<file path="src/rtl/i2c_mst_ctrl_byte.sv">
// Byte-level I2C master sequencer: expands host byte commands into START/READ/WRITE/STOP
// bit commands for the bit controller, shifting data MSB-first and handling the ACK bit.
//
//   state    | meaning
//   ---------+------------------------------------------------------------
//   ST_IDLE  | no command in flight, waiting for a host command
//   ST_START | START / repeated START bit command issued
//   ST_READ  | shifting DW data bits in from the slave
//   ST_WRITE | shifting DW data bits out to the slave
//   ST_ACK   | 9th bit: send ack_in after a read, sample slave ACK after a write
//   ST_STOP  | STOP bit command issued
module i2c_mst_ctrl_byte #(
  parameter int DW = 8
) (
  input  logic          clk,
  input  logic          rstn,
  input  logic          ena,
  input  logic          start,
  input  logic          stop,
  input  logic          read,
  input  logic          write,
  input  logic          ack_in,
  input  logic [DW-1:0] din,
  output logic          cmd_ack,
  output logic          ack_out,
  output logic [DW-1:0] dout,
  output logic          busy,
  output logic          al,
  output logic [3:0]    bit_cmd,
  input  logic          bit_cmd_ack,
  output logic          bit_din,
  input  logic          bit_dout,
  input  logic          bit_al
);

  localparam logic [3:0] CMD_NOP   = 4'b0000;
  localparam logic [3:0] CMD_START = 4'b0001;
  localparam logic [3:0] CMD_STOP  = 4'b0010;
  localparam logic [3:0] CMD_WRITE = 4'b0100;
  localparam logic [3:0] CMD_READ  = 4'b1000;

  localparam int CW = (DW > 1) ? $clog2(DW) : 1;
  localparam logic [CW-1:0] CNT_MAX = CW'(DW - 1);

  typedef enum logic [2:0] {
    ST_IDLE, ST_START, ST_READ, ST_WRITE, ST_ACK, ST_STOP
  } state_t;

  state_t        state;
  state_t        route_state;
  logic [3:0]    route_cmd;
  logic [DW-1:0] sr;
  logic [CW-1:0] cnt;

  assign dout = sr;

  // Phase that follows accept (without start) or the START bit; ST_IDLE means the command is done.
  always_comb begin
    route_state = ST_IDLE;
    route_cmd   = CMD_NOP;
    if (read) begin
      route_state = ST_READ;
      route_cmd   = CMD_READ;
    end else if (write) begin
      route_state = ST_WRITE;
      route_cmd   = CMD_WRITE;
    end else if (stop) begin
      route_state = ST_STOP;
      route_cmd   = CMD_STOP;
    end
  end

  always_ff @(posedge clk or negedge rstn) begin
    if (!rstn) begin
      state   <= ST_IDLE;
      bit_cmd <= CMD_NOP;
      cmd_ack <= 1'b0;
      ack_out <= 1'b0;
      sr      <= '0;
      busy    <= 1'b0;
      al      <= 1'b0;
      bit_din <= 1'b1;
      cnt     <= '0;
    end else begin
      cmd_ack <= 1'b0;
      al      <= 1'b0;
      if (bit_al) begin
        // Arbitration loss wins over a coincident bit_cmd_ack; data and ack_out are kept.
        state   <= ST_IDLE;
        bit_cmd <= CMD_NOP;
        busy    <= 1'b0;
        al      <= 1'b1;
      end else if (ena) begin
        case (state)
          ST_IDLE: begin
            if (!cmd_ack && (start || stop || read || write)) begin
              busy <= 1'b1;
              cnt  <= CNT_MAX;
              if (write) begin
                sr      <= din;
                bit_din <= din[DW-1];
              end
              if (start) begin
                state   <= ST_START;
                bit_cmd <= CMD_START;
              end else begin
                state   <= route_state;
                bit_cmd <= route_cmd;
              end
            end
          end
          ST_START: begin
            if (bit_cmd_ack) begin
              state   <= route_state;
              bit_cmd <= route_cmd;
              if (route_state == ST_IDLE) begin
                cmd_ack <= 1'b1;
                busy    <= 1'b0;
              end
            end
          end
          ST_READ: begin
            if (bit_cmd_ack) begin
              sr <= {sr[DW-2:0], bit_dout};
              if (cnt == '0) begin
                state   <= ST_ACK;
                bit_cmd <= CMD_WRITE;
                bit_din <= ack_in;
              end else begin
                cnt <= cnt - 1'b1;
              end
            end
          end
          ST_WRITE: begin
            if (bit_cmd_ack) begin
              sr <= {sr[DW-2:0], 1'b0};
              if (cnt == '0) begin
                state   <= ST_ACK;
                bit_cmd <= CMD_READ;
                bit_din <= 1'b1;
              end else begin
                cnt     <= cnt - 1'b1;
                bit_din <= sr[DW-2];
              end
            end
          end
          ST_ACK: begin
            if (bit_cmd_ack) begin
              // A READ bit command in the ACK phase means this byte was a write.
              if (bit_cmd == CMD_READ) ack_out <= bit_dout;
              if (stop) begin
                state   <= ST_STOP;
                bit_cmd <= CMD_STOP;
              end else begin
                state   <= ST_IDLE;
                bit_cmd <= CMD_NOP;
                cmd_ack <= 1'b1;
                busy    <= 1'b0;
              end
            end
          end
          ST_STOP: begin
            if (bit_cmd_ack) begin
              state   <= ST_IDLE;
              bit_cmd <= CMD_NOP;
              cmd_ack <= 1'b1;
              busy    <= 1'b0;
            end
          end
          default: begin
            state   <= ST_IDLE;
            bit_cmd <= CMD_NOP;
            busy    <= 1'b0;
          end
        endcase
      end
    end
  end

endmodule

</file>
<file path="config.mk">
export PLATFORM = sky130hd
export DESIGN_NAME = i2c_mst_ctrl_byte
export DESIGN_NICKNAME = d
export VERILOG_FILES = /design/src/rtl/i2c_mst_ctrl_byte.sv
export SDC_FILE = /design/constraint.sdc
export NUM_CORES = 1
export LEC_CHECK = 0
export BUFFER_PORTS_ARGS = -buffer_cell sky130_fd_sc_hd__buf_2
export CAP_MARGIN = 20
export CORE_MARGIN = 2
export CORE_UTILIZATION = 55
export DETAILED_ROUTE_END_ITERATION = 12
export PLACE_DENSITY = 0.83
export SLEW_MARGIN = 25
export SYNTH_ARGS = -nofsm -noshare
export SYNTH_HDL_FRONTEND = slang
export SYNTH_SLANG_ARGS = --single-unit
</file>
<file path="constraint.sdc">
create_clock -name clk -period 4.45 [get_ports clk]
set_input_delay 0.2225 -clock clk [delete_from_list [all_inputs] [get_ports clk]]
set_output_delay 0.2225 -clock clk [all_outputs]
set_load 0.05 [all_outputs]
</file>
==> impl_metrics.tcl <==
set metrics [dict create \
    outcome "complete, no violations" \
    antenna_found_initial 0 \
    required_ps 4660 \
    grt_pass1_vias 1107 \
    synthesis.area_um2 1370 \
    cts.path.max_buffers 2 \
    area_growth_pct 16.2 \
    firstDrtPassIters 5 \
    slew_headroom_pct 51.7 \
    crit_arrival_ps 2420 \
    grt_max_degree 24 \
    clk_latency_ps 310 \
    viasPerCell 5.90 \
    synthFlopType "dfrtp_1" \
    stdcell_area_um2 1600 \
    grt-ovfl-total 0 \
    antenna_cells 0 \
    synth_enable_flop_cells 0 \
    power.switching_mw 0.490 \
    setup_viol 0 \
    globalplace.congestion 0.943 \
    critPathLaunchType "flop" \
    synth_warnings 0 \
    h-tree-depth 1 \
    path_cells "nand2b_1, o311ai_2, a22oi_4, mux2_4" \
    utilization_pct 65.6 \
    yosysSeqAreaShare_pct 42.0 \
    path_clk_slew_ps 130 \
    vdd.ir_drop.worst_uv 528 \
    worst_setup_path_end_kind "flop" \
    tightest_slew_ps 724 \
    drt_wl_total_mm 3.04 \
    period_share_pct 49.6 \
    die_area_um2 2910 \
    clock_skew_ps 1.74 \
    seqPwrFrac_pct 36.7 \
    path_delay_family "compound AO/OA/AOI/OAI gates" \
    netlist.area_leader.share_pct 40.1 \
    cpPeakStageDelay_ps 620 \
    combPwrFrac_pct 53.0 \
    placementRows 18 \
    synthTopCellsByCount "dfrtp_1, nor2_1, nand2_1, inv_1, a31oi_1" \
    io_pins 36 \
    synth_most_common_cell "dfrtp_1" \
    die_w_um 54.0 \
    synth_area_leaders "dfrtp_1, nor2_1, nand2_1" \
    cp_slowest_cell "dfrtp_1" \
    drt_iter0_markers 38 \
    place_area_um2 1560 \
    period_needed_ps 2210 \
    hold_class "in2reg" \
    clock.fmax_mhz 453 \
    routedWlPerCell_um 14.3 \
    cts_buffers 3 \
    power_density_nw_per_um2 603 \
    synthArstFlopShare_pct 100 \
    syn_area_per_cell_um2 9.22 \
    ys_seq_elements 23 \
    die_h_um 54.0 \
    port_buffers 35 \
    critical_path_class "reg2reg" \
    cts_sinks 23 \
    rsz0062_at_grt "false" \
    synth_fp_nets 170 \
    hold_viol_final 0 \
    crit_buf_inv 0 \
    hpwl_mm 2.23 \
    drtAntennaViolNets 0 \
    slew_viol_final 0 \
    ctsRootBufferMaster "clkbuf_4" \
    synth.distinct_cells 45 \
    yosysTopAreaCell "dfrtp_1" \
    swShare_pct 50.9 \
    grt_pass1_wl_mm 4.89 \
    drc_errors 0 \
    cts_tree "done" \
    p_leak_nw 0.791 \
    maxCapViolations 0 \
    clkPwrFrac_pct 10.3 \
    synthCells 149 \
    intPower_mw 0.473 \
    nets 205 \
    fin_tns_setup_ps 0 \
    layout-drive-gt1-share_pct 26.8 \
    core_um2 2430 \
    grt_use_total_pct 22.9 \
    cts_setup_buffers 0 \
    cp_max_fo 15 \
    initial_core_util_pct 56.5 \
    num_vias 1256 \
]
-- worst paths after layout --
check	start	to	slack, ps	cells after the start
worst max-delay path	state[2]$_DFFE_PN0P_	bit_cmd[1]$_DFFE_PN0P_	2240	4
worst min-delay path	bit_al	al$_DFF_PN0_	110	1
worst max register to register	state[2]$_DFFE_PN0P_	bit_cmd[1]$_DFFE_PN0P_	2240	4
worst min register to register	busy$_DFFE_PN0P_	busy$_DFFE_PN0P_	510	1
max in group asynchronous	rstn	bit_din$_DFFE_PN1P_	3690	2
min in group asynchronous	rstn	al$_DFF_PN0_	400	2
-- flip-flops by register name, indices dropped and copies added, names as in the netlist, 3 cells and up --
register,cells
bit_cmd,4
cnt,3
dout,8
state,3
-- final cells by class --
type / count / area [um^2]
Timing Repair Buffer: 36 / 185
Multi-Input combinational cell: 110 / 732
Tap cell: 30 / 37.5
Fill cell: 200 / 836
Clock inverter: 1 / 5.00
Inverter: 10 / 37.5
Sequential cell: 23 / 577
Clock buffer: 3 / 22.5
-- placed cells by master (no fill, tap or decap), types with 2 or more instances in the layout --
cell	n
buf_2	35
dfrtp_1	22
nor2_1	19
nand2_1	18
inv_1	10
a31oi_1	9
nor2b_1	7
mux2i_1	5
a21oi_1	4
nor3_1	3
nand2b_1	3
o21ai_0	3
clkbuf_4	3
nor3b_1	2
or3_1	2
o41ai_1	2
and3_1	2
mux2_4	2
a22o_1	2
o221ai_1	2
nand4_1	2
ha_1	2
-- cells by family after synthesis --
group           share of synthesized area, %
fa+ha+maj                               1.82
buf+inv                                 4.74
flops                                   42.0
compound gates                          20.3
simple gates                            23.7
mux                                     7.47
-- per-layer routing --
| layer | up-vias | GRT usage, % | wire length (um) |
|---|---|---|---|
| met5 | - | 0 | 0 |
| met4 | 0 | 9.58 | 28 |
| met3 | 4 | 2.78 | 132 |
| met2 | 35 | 34.8 | 1490 |
| met1 | 606 | 32.8 | 1390 |
| li1 | 611 | - | - |
-- through the flow --
stage	setup slack, ps	instances	hold WS, ps	total power [mW]
floorplan	2670	149	-73.1	0.751
global route	2100	213	87.4	1.03
CTS	2240	213	91.4	0.969
global placement	2310	208	219	0.851
finish	2240	213	106	0.963
detailed placement	2260	208	235	0.869
-- worst reg2reg max path, cell delays in order, from the launching register on --
cell      delay, ps
dfrtp_1         620
nand2b_1        490
o311ai_2        280
a22oi_4         380
mux2_4          330
-- what timing repair did --
item | 4_1_cts | 5_1_grt
resized for setup | 0 | 0
hold endpoints to repair | 22 | 0
hold buffers | 1 | 0
-- power by group through the flow --
stage	clock network (mW)	logic (mW)	registers, mW
final	0.0994	0.510	0.354
after global routing	0.113	0.552	0.365
after CTS	0.103	0.513	0.353
after detailed placement	0	0.511	0.358
after global placement	0	0.499	0.352
after floorplan	0	0.227	0.524
No activity file was read; power rests on OpenSTA's default activity.
